## config.mk

```make
export PLATFORM = sky130hd
export DESIGN_NAME = ext_bus_sequencer_flat
export DESIGN_NICKNAME = d
export VERILOG_FILES = /design/src/rtl/ext_bus_sequencer_if.sv /design/src/rtl/ext_bus_sequencer.sv /design/src/flat_wrapper.sv
export SDC_FILE = /design/constraint.sdc
export NUM_CORES = 1
export LEC_CHECK = 0
export ABC_AREA = 1
export CAP_MARGIN = 20
export CORE_MARGIN = 10
export CORE_UTILIZATION = 45
export CTS_BUF_LIST = sky130_fd_sc_hd__clkbuf_8 sky130_fd_sc_hd__clkbuf_16
export DETAILED_ROUTE_END_ITERATION = 10
export GPL_ROUTABILITY_DRIVEN = 0
export PLACE_DENSITY = 0.85
export REMOVE_ABC_BUFFERS = 1
export SLEW_MARGIN = 10
export SYNTH_ARGS = -nofsm -noshare
export SYNTH_HDL_FRONTEND = slang
export SYNTH_SLANG_ARGS = --single-unit
```

## constraint.sdc

```tcl
create_clock -name wb_clk_i -period 2.1 [get_ports wb_clk_i]
set_clock_uncertainty 0.05 [all_clocks]
set_input_delay 0.21 -clock wb_clk_i [delete_from_list [all_inputs] [get_ports wb_clk_i]]
set_output_delay 0.21 -clock wb_clk_i [all_outputs]
set_load 0.005 [all_outputs]
```

## src/rtl/ext_bus_sequencer_if.sv

```systemverilog
// Requester, read-data and pad-side signals of the external bus sequencer.
// master = requesters plus pad model, slave = the sequencer itself.
interface ext_bus_sequencer_if;
    logic        req0;
    logic        we0;
    logic [15:0] addr0;
    logic [7:0]  wdata0;
    logic        ack0;
    logic        req1;
    logic        we1;
    logic [15:0] addr1;
    logic [7:0]  wdata1;
    logic        ack1;
    logic [7:0]  rdata;
    logic [7:0]  bus_i;
    logic [7:0]  bus_o;
    logic        bus_oe;
    logic        le_hi;
    logic        le_lo;
    logic        oe_n;
    logic        we_n;
    logic        busy;

    modport master (
        output req0, we0, addr0, wdata0,
        output req1, we1, addr1, wdata1,
        output bus_i,
        input  ack0, ack1, rdata,
        input  bus_o, bus_oe, le_hi, le_lo,
        input  oe_n, we_n, busy
    );

    modport slave (
        input  req0, we0, addr0, wdata0,
        input  req1, we1, addr1, wdata1,
        input  bus_i,
        output ack0, ack1, rdata,
        output bus_o, bus_oe, le_hi, le_lo,
        output oe_n, we_n, busy
    );
endinterface

```

## src/rtl/ext_bus_sequencer.sv

```systemverilog
// Two-port round-robin sequencer for the multiplexed 8-bit external bus.
// Optional HI_ADDR_SKIP_EN skips the high-address phase on a repeated page.
module ext_bus_sequencer #(
    parameter int unsigned WAIT_STATES = 0
) (
    input logic                wb_clk_i,
    input logic                wb_rst_i,
    ext_bus_sequencer_if.slave sif
);

    typedef enum logic [2:0] {
        S_IDLE,
        S_HI,
        S_HI_HOLD,
        S_LO,
        S_LO_HOLD,
        S_DATA,
        S_TURN
    } state_t;

    state_t      state_q, state_d;
    logic [2:0]  cnt_q, cnt_d;
    logic        gnt_q;
    logic        we_q;
    logic [15:0] addr_q;
    logic [7:0]  wdata_q;
    logic        last_grant_q;

    logic        le_hi_q, le_lo_q, oe_n_q, we_n_q;
    logic        bus_oe_q, ack0_q, ack1_q, busy_q;
    logic [7:0]  bus_o_q, rdata_q;

    logic        le_hi_d, le_lo_d, oe_n_d, we_n_d;
    logic        bus_oe_d, ack0_d, ack1_d;
    logic [7:0]  bus_o_d;

    logic        req_any;
    logic        win;
    logic        cur_port;
    logic        cur_we;
    logic [15:0] cur_addr;
    logic [7:0]  cur_wdata;
    logic        skip;

`ifdef HI_ADDR_SKIP_EN
    logic [7:0]  last_hi_q;
    logic        hi_valid_q;

    assign skip = hi_valid_q && (cur_addr[15:8] == last_hi_q);
`else
    assign skip = 1'b0;
`endif

    assign req_any = sif.req0 | sif.req1;

    always_comb begin
        win = 1'b0;
        unique case (1'b1)
            (sif.req0 && sif.req1):  win = ~last_grant_q;
            (sif.req1 && !sif.req0): win = 1'b1;
            default:                 win = 1'b0;
        endcase
    end

    // In IDLE the outputs for HI/LO are built from the live winner inputs
    always_comb begin
        cur_port  = gnt_q;
        cur_we    = we_q;
        cur_addr  = addr_q;
        cur_wdata = wdata_q;
        if (state_q == S_IDLE) begin
            cur_port  = win;
            cur_we    = win ? sif.we1 : sif.we0;
            cur_addr  = win ? sif.addr1 : sif.addr0;
            cur_wdata = win ? sif.wdata1 : sif.wdata0;
        end
    end

    always_comb begin
        state_d  = state_q;
        cnt_d    = 3'd0;
        le_hi_d  = 1'b0;
        le_lo_d  = 1'b0;
        oe_n_d   = 1'b1;
        we_n_d   = 1'b1;
        bus_oe_d = 1'b0;
        bus_o_d  = 8'h00;
        ack0_d   = 1'b0;
        ack1_d   = 1'b0;

        unique case (state_q)
            S_IDLE: begin
                if (req_any)
                    state_d = skip ? S_LO : S_HI;
            end
            S_HI:      state_d = S_HI_HOLD;
            S_HI_HOLD: state_d = S_LO;
            S_LO:      state_d = S_LO_HOLD;
            S_LO_HOLD: state_d = S_DATA;
            S_DATA: begin
                if (cnt_q == 3'(WAIT_STATES))
                    state_d = S_TURN;
                else
                    cnt_d = cnt_q + 3'd1;
            end
            S_TURN:    state_d = S_IDLE;
            default:   state_d = S_IDLE;
        endcase

        // Outputs are registered, so decode them from the next state
        unique case (state_d)
            S_HI, S_HI_HOLD: begin
                le_hi_d  = (state_d == S_HI);
                bus_oe_d = 1'b1;
                bus_o_d  = cur_addr[15:8];
            end
            S_LO, S_LO_HOLD: begin
                le_lo_d  = (state_d == S_LO);
                bus_oe_d = 1'b1;
                bus_o_d  = cur_addr[7:0];
            end
            S_DATA: begin
                if (cur_we) begin
                    we_n_d   = 1'b0;
                    bus_oe_d = 1'b1;
                    bus_o_d  = cur_wdata;
                end else begin
                    oe_n_d = 1'b0;
                end
            end
            S_TURN: begin
                ack0_d = ~cur_port;
                ack1_d = cur_port;
            end
            default: ;
        endcase
    end

    always_ff @(posedge wb_clk_i) begin
        if (wb_rst_i) begin
            state_q      <= S_IDLE;
            cnt_q        <= 3'd0;
            gnt_q        <= 1'b0;
            we_q         <= 1'b0;
            addr_q       <= 16'h0000;
            wdata_q      <= 8'h00;
            last_grant_q <= 1'b1;
            le_hi_q      <= 1'b0;
            le_lo_q      <= 1'b0;
            oe_n_q       <= 1'b1;
            we_n_q       <= 1'b1;
            bus_oe_q     <= 1'b0;
            bus_o_q      <= 8'h00;
            ack0_q       <= 1'b0;
            ack1_q       <= 1'b0;
            rdata_q      <= 8'h00;
            busy_q       <= 1'b0;
        end else begin
            state_q  <= state_d;
            cnt_q    <= cnt_d;
            le_hi_q  <= le_hi_d;
            le_lo_q  <= le_lo_d;
            oe_n_q   <= oe_n_d;
            we_n_q   <= we_n_d;
            bus_oe_q <= bus_oe_d;
            bus_o_q  <= bus_o_d;
            ack0_q   <= ack0_d;
            ack1_q   <= ack1_d;
            busy_q   <= (state_d != S_IDLE);
            if (state_q == S_IDLE && req_any) begin
                gnt_q        <= win;
                last_grant_q <= win;
                we_q         <= cur_we;
                addr_q       <= cur_addr;
                wdata_q      <= cur_wdata;
            end
            if (state_q == S_DATA && state_d == S_TURN && !we_q)
                rdata_q <= sif.bus_i;
        end
    end

`ifdef HI_ADDR_SKIP_EN
    always_ff @(posedge wb_clk_i) begin
        if (wb_rst_i) begin
            last_hi_q  <= 8'h00;
            hi_valid_q <= 1'b0;
        end else if (state_d == S_HI) begin
            last_hi_q  <= cur_addr[15:8];
            hi_valid_q <= 1'b1;
        end
    end
`endif

    assign sif.le_hi  = le_hi_q;
    assign sif.le_lo  = le_lo_q;
    assign sif.oe_n   = oe_n_q;
    assign sif.we_n   = we_n_q;
    assign sif.bus_oe = bus_oe_q;
    assign sif.bus_o  = bus_o_q;
    assign sif.ack0   = ack0_q;
    assign sif.ack1   = ack1_q;
    assign sif.rdata  = rdata_q;
    assign sif.busy   = busy_q;

endmodule

```

## src/flat_wrapper.sv

```systemverilog
// flat-port wrapper written by rule: the top's interface ports become plain ports
module ext_bus_sequencer_flat 
#(
    parameter int unsigned WAIT_STATES = 0
)
  (wb_clk_i, wb_rst_i, sif_req0, sif_we0, sif_addr0, sif_wdata0, sif_req1, sif_we1, sif_addr1, sif_wdata1, sif_bus_i, sif_ack0, sif_ack1, sif_rdata, sif_bus_o, sif_bus_oe, sif_le_hi, sif_le_lo, sif_oe_n, sif_we_n, sif_busy);
  ext_bus_sequencer_if sif_i ();
  input logic wb_clk_i;
  input logic wb_rst_i;
  input wire logic [$bits(sif_i.req0)-1:0] sif_req0;
  input wire logic [$bits(sif_i.we0)-1:0] sif_we0;
  input wire logic [$bits(sif_i.addr0)-1:0] sif_addr0;
  input wire logic [$bits(sif_i.wdata0)-1:0] sif_wdata0;
  input wire logic [$bits(sif_i.req1)-1:0] sif_req1;
  input wire logic [$bits(sif_i.we1)-1:0] sif_we1;
  input wire logic [$bits(sif_i.addr1)-1:0] sif_addr1;
  input wire logic [$bits(sif_i.wdata1)-1:0] sif_wdata1;
  input wire logic [$bits(sif_i.bus_i)-1:0] sif_bus_i;
  output wire logic [$bits(sif_i.ack0)-1:0] sif_ack0;
  output wire logic [$bits(sif_i.ack1)-1:0] sif_ack1;
  output wire logic [$bits(sif_i.rdata)-1:0] sif_rdata;
  output wire logic [$bits(sif_i.bus_o)-1:0] sif_bus_o;
  output wire logic [$bits(sif_i.bus_oe)-1:0] sif_bus_oe;
  output wire logic [$bits(sif_i.le_hi)-1:0] sif_le_hi;
  output wire logic [$bits(sif_i.le_lo)-1:0] sif_le_lo;
  output wire logic [$bits(sif_i.oe_n)-1:0] sif_oe_n;
  output wire logic [$bits(sif_i.we_n)-1:0] sif_we_n;
  output wire logic [$bits(sif_i.busy)-1:0] sif_busy;
  assign sif_i.req0 = sif_req0;
  assign sif_i.we0 = sif_we0;
  assign sif_i.addr0 = sif_addr0;
  assign sif_i.wdata0 = sif_wdata0;
  assign sif_i.req1 = sif_req1;
  assign sif_i.we1 = sif_we1;
  assign sif_i.addr1 = sif_addr1;
  assign sif_i.wdata1 = sif_wdata1;
  assign sif_i.bus_i = sif_bus_i;
  assign sif_ack0 = sif_i.ack0;
  assign sif_ack1 = sif_i.ack1;
  assign sif_rdata = sif_i.rdata;
  assign sif_bus_o = sif_i.bus_o;
  assign sif_bus_oe = sif_i.bus_oe;
  assign sif_le_hi = sif_i.le_hi;
  assign sif_le_lo = sif_i.le_lo;
  assign sif_oe_n = sif_i.oe_n;
  assign sif_we_n = sif_i.we_n;
  assign sif_busy = sif_i.busy;
  ext_bus_sequencer #(.WAIT_STATES(WAIT_STATES)) u_core (.wb_clk_i(wb_clk_i), .wb_rst_i(wb_rst_i), .sif(sif_i));
endmodule
```

==> impl_results.html, run 1 <==
<table>
<tr><th>Metric</th><th>Value</th></tr>
<tr><th colspan="2">Clock tree</th></tr>
<tr><td>Clock tree from TritonCTS</td><td>built</td></tr>
<tr><td>Number of setup buffers added after CTS</td><td>0</td></tr>
<tr><td>CTS Hold Bufs</td><td>0</td></tr>
<tr><td>Cts bufs inserted</td><td>9</td></tr>
<tr><td>H-tree depth reported by CTS</td><td>3</td></tr>
<tr><td>CTS clk-pin slew, worst paths</td><td>60 ps</td></tr>
<tr><td>TritonCTS Sinks</td><td>57</td></tr>
<tr><td>Number of buffers on the longest clock path</td><td>2</td></tr>
<tr><td>Number of gates resized after CTS</td><td>0</td></tr>
<tr><td>Root Buffer Master</td><td>clkbuf_8</td></tr>
<tr><td>Clock Latency Late Sink</td><td>about 340 ps</td></tr>
<tr><th colspan="2">Synth</th></tr>
<tr><td>Sequential fraction of the synthesis area</td><td>between 40% and 50%</td></tr>
<tr><td>Multiplexer area fraction after synthesis</td><td>0%</td></tr>
<tr><td>Post-synthesis area per instance</td><td>6.885 sq um</td></tr>
<tr><td>Xor/xnor share of the synthesized area</td><td>less than 1%</td></tr>
<tr><td>Simple-gate share of the synthesized area</td><td>roughly 37%</td></tr>
<tr><td>Adder-Cell Fraction of Synth Area</td><td>0.9272%</td></tr>
<tr><td>Library cells used by synthesis</td><td>26</td></tr>
<tr><td>Fraction of the mapped netlist area in compound gates</td><td>roughly 12%</td></tr>
<tr><td>Number of instances in the synthesized netlist</td><td>approximately 390</td></tr>
<tr><td>Main combinational cell family by area after synthesis</td><td>simple AND/OR/NAND/NOR gates</td></tr>
<tr><td>Summed instance area of the synthesized netlist</td><td>roughly 2700 sq um</td></tr>
<tr><td>Seq cells post-synth</td><td>57</td></tr>
<tr><td>Yosys synthesis warning count</td><td>0</td></tr>
<tr><th colspan="2">Setup path</th></tr>
<tr><td>Cell count of the worst reg-to-reg path</td><td>8</td></tr>
<tr><td>Data required time of the critical path</td><td>around 2300 ps</td></tr>
<tr><td>Maximum cell stage delay along the critical path</td><td>slightly below 400 ps</td></tr>
<tr><td>Kind of start point of the critical path</td><td>flip-flop</td></tr>
<tr><td>CP Cell Sequence</td><td>buf_4, nor2_1, nand3_1, nand2_1, nand3_1, nor2_1, nor2_1, nor2_1</td></tr>
<tr><td>Critical path's most frequent cell</td><td>nor2_1</td></tr>
<tr><td>Data arrival time of the critical path</td><td>slightly below 2000 ps</td></tr>
<tr><td>Category of the critical setup timing path</td><td>flip-flop to flip-flop</td></tr>
<tr><td>Largest fanout on the critical path</td><td>9</td></tr>
<tr><td>Kind of end point of the critical path</td><td>flip-flop</td></tr>
<tr><td>CP max stage cell</td><td>dfxtp_1</td></tr>
<tr><th colspan="2">Layout</th></tr>
<tr><td>Area grow syn2layout</td><td>42.51%</td></tr>
<tr><td>Final standard cell utilization of the core</td><td>between 60% and 70%</td></tr>
<tr><td>Fraction of layout instances using a drive strength above 1</td><td>between 10% and 20%</td></tr>
<tr><td>Commonest non-fill, non-tap cells in the layout</td><td>nand2_1, clkdlybuf4s50_1, dfxtp_1, nor2_1, nand3_1</td></tr>
<tr><td>Leading cell type in the layout, fill and taps excluded</td><td>nand2_1</td></tr>
<tr><td>Post-route cell area</td><td>around 3800 sq um</td></tr>
<tr><td>Number of diodes added for antenna fixing</td><td>0</td></tr>
<tr><td>Area used by multi-input combinational logic</td><td>~1400 sq um</td></tr>
<tr><td>Number of fill cells in the layout</td><td>~490</td></tr>
<tr><td>Combined flip-flop and latch cell area</td><td>about 1100 sq um</td></tr>
<tr><td>Final #Nets</td><td>around 550</td></tr>
<tr><th colspan="2">Outcome</th></tr>
<tr><td>Outcome</td><td>finished clean</td></tr>
<tr><th colspan="2">Routing</th></tr>
<tr><td>Routed len/inst</td><td>between 10 and 15 um</td></tr>
<tr><td>First-pass iteration count of the detailed router</td><td>5</td></tr>
<tr><td>DRC errors left</td><td>0</td></tr>
<tr><td>Final Routed Wirelength</td><td>approximately 8000 um</td></tr>
<tr><td>Number of routed nets with antenna violations</td><td>0</td></tr>
<tr><td>Via/cell ratio</td><td>roughly 5</td></tr>
<tr><td>1st-iter DRT viols</td><td>about 270</td></tr>
<tr><td>Detailed-route via count</td><td>2876</td></tr>
<tr><th colspan="2">Floorplan</th></tr>
<tr><td>Die Ht</td><td>97.45 um</td></tr>
<tr><td>Die outline width</td><td>between 90 and 100 um</td></tr>
<tr><td>Row count</td><td>28</td></tr>
<tr><td>Floorplan core area</td><td>5886 sq um</td></tr>
<tr><td>I/O pins</td><td>86</td></tr>
<tr><td>Initial core utilization</td><td>between 40 and 50%</td></tr>
<tr><td>Total die area</td><td>9496 sq um</td></tr>
<tr><th colspan="2">Global routing</th></tr>
<tr><td>Largest net degree at the start of global routing</td><td>25</td></tr>
<tr><td>GRT Residual Overflow</td><td>0</td></tr>
<tr><td>Total GRT Usage</td><td>~17%</td></tr>
<tr><td>Initial antenna violation count</td><td>0</td></tr>
<tr><td>Via count of the first global-routing pass</td><td>between 2000 and 3000</td></tr>
<tr><td>Wire length of the first global-routing pass</td><td>~13000 um</td></tr>
<tr><th colspan="2">Worst hold path</th></tr>
<tr><td>HP Class</td><td>primary input to flip-flop</td></tr>
<tr><td>Count of cells along the worst hold path</td><td>3</td></tr>
<tr><th colspan="2">Timing</th></tr>
<tr><td>Count of final hold-check violations</td><td>0</td></tr>
<tr><td>Count of endpoints failing setup in the final report</td><td>0</td></tr>
<tr><td>Transition time at the pin with the least slew margin</td><td>slightly below 500 ps</td></tr>
<tr><td>Post-layout min period</td><td>between 1500 and 2000 ps</td></tr>
<tr><td>RSZ-0062 raised after global routing</td><td>false</td></tr>
<tr><td>Final Cycle Share</td><td>a little over four fifths</td></tr>
<tr><td>Worst hold slack</td><td>roughly 400 ps</td></tr>
<tr><td>Max_slew headroom</td><td>67.62%</td></tr>
<tr><td>Pins Over Slew Limit</td><td>0</td></tr>
<tr><td>Maximum clock frequency</td><td>approximately 570 MHz</td></tr>
<tr><td>Final sum of negative setup slack</td><td>0 ps</td></tr>
<tr><th colspan="2">Pwr</th></tr>
<tr><td>Reported leakage power</td><td>roughly 1.7 nW</td></tr>
<tr><td>Power density over cell area</td><td>roughly 1300 nW/um^2</td></tr>
<tr><td>Maximum ir drop on the vdd rail</td><td>around 0.64 mV</td></tr>
<tr><th colspan="2">Place</th></tr>
<tr><td>Final HPWL from detailed placement</td><td>between 6000 and 7000 um</td></tr>
<tr><td>Placed inst area</td><td>3664 sq um</td></tr>
<tr><td>Total of buffers placed on input and output ports</td><td>between 80 and 90</td></tr>
<tr><th colspan="2">Flow run</th></tr>
<tr><td># Max-Cap Violations</td><td>0</td></tr>
</table>
-- area by class of cell --
type | instances | area share (%)
multi-input combinational | 287 | 35.26
sequential | 57 | 29.67
timing repair buffer | 102 | 25.44
clock buffer | 10 | 3.578
inverter | 25 | 2.440
tap | 75 | 2.440
clock inverter | 4 | 1.171
-- per-layer routing --
metal | part of all wire, % | wire (um) | vias to the layer above | GRT usage [%]
met2 | 51 | 4032 | 115 | 28.41
met4 | 3.3 | 261 | 0 | 9.060
met3 | 5.6 | 449 | 20 | 3.485
met1 | 41 | 3231 | 1290 | 18.77
met5 | 0 | 0 | - | 0
li1 | - | - | 1451 | -
-- synth_stat cells (all sizes together) --
library cell | number | area, sq um
or2 | 14 | 87.58
nand2 | 93 | 361.6
nor3 | 1 | 5.000
clkbuf | 8 | 30.03
a31oi | 2 | 12.51
xnor2 | 1 | 8.760
buf | 15 | 77.58
a211oi | 1 | 7.510
nand3 | 50 | 250.2
nor2 | 53 | 206.5
a21boi | 1 | 7.510
o21ai | 33 | 168.9
ha | 2 | 25.02
nand3b | 7 | 52.55
inv | 25 | 93.84
nor4 | 1 | 21.27
a21oi | 27 | 135.1
dfxtp | 57 | 1141
nand4 | 1 | 6.260
-- final timing paths --
path	start	end	slack (ps)
min	sif_bus_i[4]	u_core.sif.rdata[4]	390
max reg2reg	u_core.state_q[1]	u_core.sif.bus_o[5]	340
min reg2reg	u_core.cnt_q[0]	u_core.cnt_q[0]	400
max	u_core.state_q[1]	u_core.sif.bus_o[5]	340
-- critical path: cells and delay by family, from the launching register on --
| kind | cells | cell delay (ps) |
|---|---|---|
| buf+inv | 1 | 200 |
| flops | 1 | 390 |
| simple gates | 7 | 1050 |
-- metrics by stage --
stage          setup slack (ps)  std cells  total power [mW]
2_1_floorplan             242.4        369             3.119
3_3_place_gp              237.1        546             4.066
3_5_place_dp              165.4        546             4.153
4_1_cts                   365.3        560             5.130
5_1_grt                   127.4        560             5.543
6_report                  344.3        560             5.122
-- registers in the layout (all words and copies together) (netlist names), 3 cells and up --
register / cells
u_core.addr_q: 16
u_core.sif.bus_o: 8
u_core.sif.rdata: 8
u_core.wdata_q: 8
u_core.cnt_q: 3
u_core.state_q: 3
-- kinds of logic after synthesis --
group | after synthesis
fa+ha+maj | 2
buf+inv | 48
compound gates | 64
flops | 57
simple gates | 220
xor+xnor | 1
-- power by group --
part           switching [mW]  internal (mW)  leakage [nW]  total (mW)
Clock                   0.407          0.560        0.0978       0.967
Combinational            1.46           1.02          1.12        2.48
Sequential              0.192           1.49         0.469        1.68
Power figures use the tool's default switching activity.
==> inputs of run 2 (changes only) <==
--- a/config.mk
+++ b/config.mk
@@ -8,11 +8,11 @@
 export ABC_AREA = 1
 export CAP_MARGIN = 20
 export CORE_MARGIN = 10
-export CORE_UTILIZATION = 45
+export CORE_UTILIZATION = 42
 export CTS_BUF_LIST = sky130_fd_sc_hd__clkbuf_8 sky130_fd_sc_hd__clkbuf_16
 export DETAILED_ROUTE_END_ITERATION = 10
 export GPL_ROUTABILITY_DRIVEN = 0
-export PLACE_DENSITY = 0.85
+export PLACE_DENSITY = 0.84
 export REMOVE_ABC_BUFFERS = 1
 export SLEW_MARGIN = 10
 export SYNTH_ARGS = -nofsm -noshare
==> constraint.sdc (replaced) <==
create_clock -name wb_clk_i -period 1.51 [get_ports wb_clk_i]
set_clock_uncertainty 0.05 [all_clocks]
set_input_delay 0.151 -clock wb_clk_i [delete_from_list [all_inputs] [get_ports wb_clk_i]]
set_output_delay 0.151 -clock wb_clk_i [all_outputs]
set_load 0.005 [all_outputs]
==> run 2 against run 1 <==
Utilization rose by 1.0 points. Sequential power rose by 40%. Non-clock buffer count rose by 27. Critical path type unchanged. Clock power rose by 30%. Largest cell class unchanged. Highest routed layer unchanged. Sequential share of layout area fell by 2.2 points. Fmax rose by 18%. Worst setup slack got worse by 320 ps. Die area rose by 5.6%. Register-to-register slack got worse by 320 ps.
==> impl_results.html, run 2 (synthesis gave the netlist of run 1 again) <==
<table>
<tr><th>Metric</th><th>Value</th></tr>
<tr><th colspan="2">Timing</th></tr>
<tr><td>Max_slew headroom</td><td>79.07%</td></tr>
<tr><td>Count of final hold-check violations</td><td>0</td></tr>
<tr><td>Transition time at the pin with the least slew margin</td><td>311.7 ps</td></tr>
<tr><td>Count of endpoints failing setup in the final report</td><td>0</td></tr>
<tr><td>Maximum clock frequency</td><td>672.1 MHz</td></tr>
<tr><td>Pins Over Slew Limit</td><td>0</td></tr>
<tr><td>Final sum of negative setup slack</td><td>0 ps</td></tr>
<tr><td>Post-layout min period</td><td>roughly 1500 ps</td></tr>
<tr><td>RSZ-0062 raised after global routing</td><td>true</td></tr>
<tr><td>Final Cycle Share</td><td>between 90% and 100%</td></tr>
<tr><th colspan="2">Floorplan</th></tr>
<tr><td>Total die area</td><td>10030 sq um</td></tr>
<tr><td>I/O pins</td><td>86</td></tr>
<tr><td>Die Ht</td><td>100.2 um</td></tr>
<tr><td>Die outline width</td><td>between 100 and 150 um</td></tr>
<tr><td>Floorplan core area</td><td>between 6000 and 7000 sq um</td></tr>
<tr><td>Row count</td><td>29</td></tr>
<tr><td>Initial core utilization</td><td>between 40% and 50%</td></tr>
<tr><th colspan="2">Routing</th></tr>
<tr><td>Routed len/inst</td><td>between 10 and 15 um</td></tr>
<tr><td>Via/cell ratio</td><td>approximately 5</td></tr>
<tr><td>DRC errors left</td><td>0</td></tr>
<tr><td>Number of routed nets with antenna violations</td><td>0</td></tr>
<tr><td>First-pass iteration count of the detailed router</td><td>5</td></tr>
<tr><td>Detailed-route via count</td><td>approximately 3000</td></tr>
<tr><td>Final Routed Wirelength</td><td>between 8000 and 9000 um</td></tr>
<tr><td>1st-iter DRT viols</td><td>between 100 and 150</td></tr>
<tr><th colspan="2">Clock tree</th></tr>
<tr><td>CTS Hold Bufs</td><td>0</td></tr>
<tr><td>CTS clk-pin slew, worst paths</td><td>approximately 70 ps</td></tr>
<tr><td>TritonCTS Sinks</td><td>57</td></tr>
<tr><td>Cts bufs inserted</td><td>9</td></tr>
<tr><td>Root Buffer Master</td><td>clkbuf_8</td></tr>
<tr><td>Clock tree from TritonCTS</td><td>built</td></tr>
<tr><td>Number of buffers on the longest clock path</td><td>2</td></tr>
<tr><td>H-tree depth reported by CTS</td><td>3</td></tr>
<tr><td>Clock Latency Late Sink</td><td>between 300 and 400 ps</td></tr>
<tr><th colspan="2">Layout</th></tr>
<tr><td>Fraction of layout instances using a drive strength above 1</td><td>a little over a fifth</td></tr>
<tr><td>Number of flip-flops in the largest register</td><td>16</td></tr>
<tr><td>Number of fill cells in the layout</td><td>525</td></tr>
<tr><td>Final #Nets</td><td>between 500 and 600</td></tr>
<tr><td>Leading cell type in the layout, fill and taps excluded</td><td>clkdlybuf4s50_1</td></tr>
<tr><td>Final standard cell utilization of the core</td><td>roughly 66%</td></tr>
<tr><td>Commonest non-fill, non-tap cells in the layout</td><td>clkdlybuf4s50_1, nand2_1, dfxtp_1, nor2_1, nand3_1</td></tr>
<tr><td>Area grow syn2layout</td><td>55.22%</td></tr>
<tr><td>Number of diodes added for antenna fixing</td><td>0</td></tr>
<tr><td>Register with the most flip-flops</td><td>u_core.addr_q</td></tr>
<tr><th colspan="2">Setup path</th></tr>
<tr><td>Kind of end point of the critical path</td><td>flip-flop</td></tr>
<tr><td>R2R setup slack</td><td>roughly 22 ps</td></tr>
<tr><td>Category of the critical setup timing path</td><td>flip-flop to flip-flop</td></tr>
<tr><td>Maximum cell stage delay along the critical path</td><td>approximately 320 ps</td></tr>
<tr><td>Start point of the critical path</td><td>u_core.cnt_q[0]</td></tr>
<tr><td>Buf+Inv Stages, Crit Path</td><td>2</td></tr>
<tr><td>Data arrival time of the critical path</td><td>approximately 1700 ps</td></tr>
<tr><td>Data required time of the critical path</td><td>1680 ps</td></tr>
<tr><td>Reg-to-Reg Start</td><td>u_core.cnt_q[0]</td></tr>
<tr><td>CP max stage cell</td><td>dfxtp_2</td></tr>
<tr><td>Kind of start point of the critical path</td><td>flip-flop</td></tr>
<tr><td>Kind of cell with the highest combined delay on the critical path</td><td>simple AND/OR/NAND/NOR gates</td></tr>
<tr><td>Largest fanout on the critical path</td><td>8</td></tr>
<tr><td>CP Cell Sequence</td><td>inv_2, ha_4, nand2_4, buf_6, nor4_4, nand2_2, nand2_1, a21oi_2</td></tr>
<tr><th colspan="2">Pwr</th></tr>
<tr><td>Total power draw</td><td>7.654 mW</td></tr>
<tr><td>Reported leakage power</td><td>between 1.5 and 2 nW</td></tr>
<tr><td>Maximum ir drop on the vdd rail</td><td>about 1.1 mV</td></tr>
<tr><td>Power density over cell area</td><td>around 1800 nW/um^2</td></tr>
<tr><th colspan="2">Place</th></tr>
<tr><td>Final HPWL from detailed placement</td><td>around 6500 um</td></tr>
<tr><td>Total of buffers placed on input and output ports</td><td>85</td></tr>
<tr><th colspan="2">Flow run</th></tr>
<tr><td># Max-Cap Violations</td><td>0</td></tr>
<tr><th colspan="2">Global routing</th></tr>
<tr><td>Total GRT Usage</td><td>between 10% and 20%</td></tr>
<tr><td>Wire length of the first global-routing pass</td><td>~14000 um</td></tr>
<tr><td>Layer carrying the most global-route usage</td><td>met2</td></tr>
<tr><td>Met1 routing resource usage after global routing</td><td>19.67%</td></tr>
<tr><td>Via count of the first global-routing pass</td><td>~3000</td></tr>
<tr><td>Largest net degree at the start of global routing</td><td>27</td></tr>
<tr><td>Met3 track utilization from global routing</td><td>roughly 5.3%</td></tr>
<tr><td>Met2 track demand over resource</td><td>about 29%</td></tr>
<tr><td>Initial antenna violation count</td><td>0</td></tr>
<tr><td>GRT Residual Overflow</td><td>0</td></tr>
<tr><th colspan="2">Outcome</th></tr>
<tr><td>Outcome</td><td>finished clean</td></tr>
<tr><th colspan="2">Worst hold path</th></tr>
<tr><td>Worst Hold Launch</td><td>sif_bus_i[6]</td></tr>
<tr><td>HP Class</td><td>primary input to flip-flop</td></tr>
</table>
run 2: worst register-to-register path: cells and delay by family (launching register included):
kind | cells | cell delay, ps
AND/OR/NAND/NOR | 4 | 600
AO/OA/AOI/OAI | 1 | 60
adder cells (fa/ha/maj) | 1 | 140
buffers and inverters | 2 | 180
flip-flops | 1 | 320
run 2: layer usage:
metal  part of all wire (%)  vias to the layer above
met5                      0                        -
met4                    2.0                        0
met3                    6.2                       15
met2                     49                       89
met1                     43                     1393
li1                       -                     1504
run 2: per-stage QoR:
step                      worst slack [ps]  cells  hold WS, ps  instance area [sq um]
final                                22.22    591        339.4                   4189
after floorplan                     -347.6    369        170.1                   2591
after global routing                -43.03    591        350.3                   4189
after global placement              -213.5    574        398.2                   3886
after CTS                           -5.471    591        332.2                   4104
after detailed placement            -245.7    574        405.6                   3886
run 2: cell type report:
type | count | area (sq um) | share of cell area (%)
Multi-Input combinational cell | 287 | 1451 | 34.65
Clock inverter | 5 | 22.52 | 0.5376
Sequential cell | 57 | 1150 | 27.45
Inverter | 25 | 93.84 | 2.240
Tap cell | 77 | 96.34 | 2.300
Timing Repair Buffer | 129 | 1224 | 29.21
Clock buffer | 11 | 151.4 | 3.614
run 2: repair_timing:
item	4_1_cts	5_1_grt
setup buffers	1	0
endpoints found under the hold margin	0	0
setup endpoints to repair	18	22
pin swaps	0	3
gates resized for setup	11	25
run 2: report_power, final:
group          internal [mW]  switching (mW)
clock                  0.663           0.597
sequential              2.08           0.282
combinational           1.81            2.22
run 2: path summary, 6_finish.rpt:
check                   endpoint  cells past startpoint
max reg2reg  u_core.sif.rdata[1]                      8
min          u_core.sif.rdata[6]                      3
max          u_core.sif.rdata[1]                      8
min reg2reg  u_core.sif.rdata[4]                      2
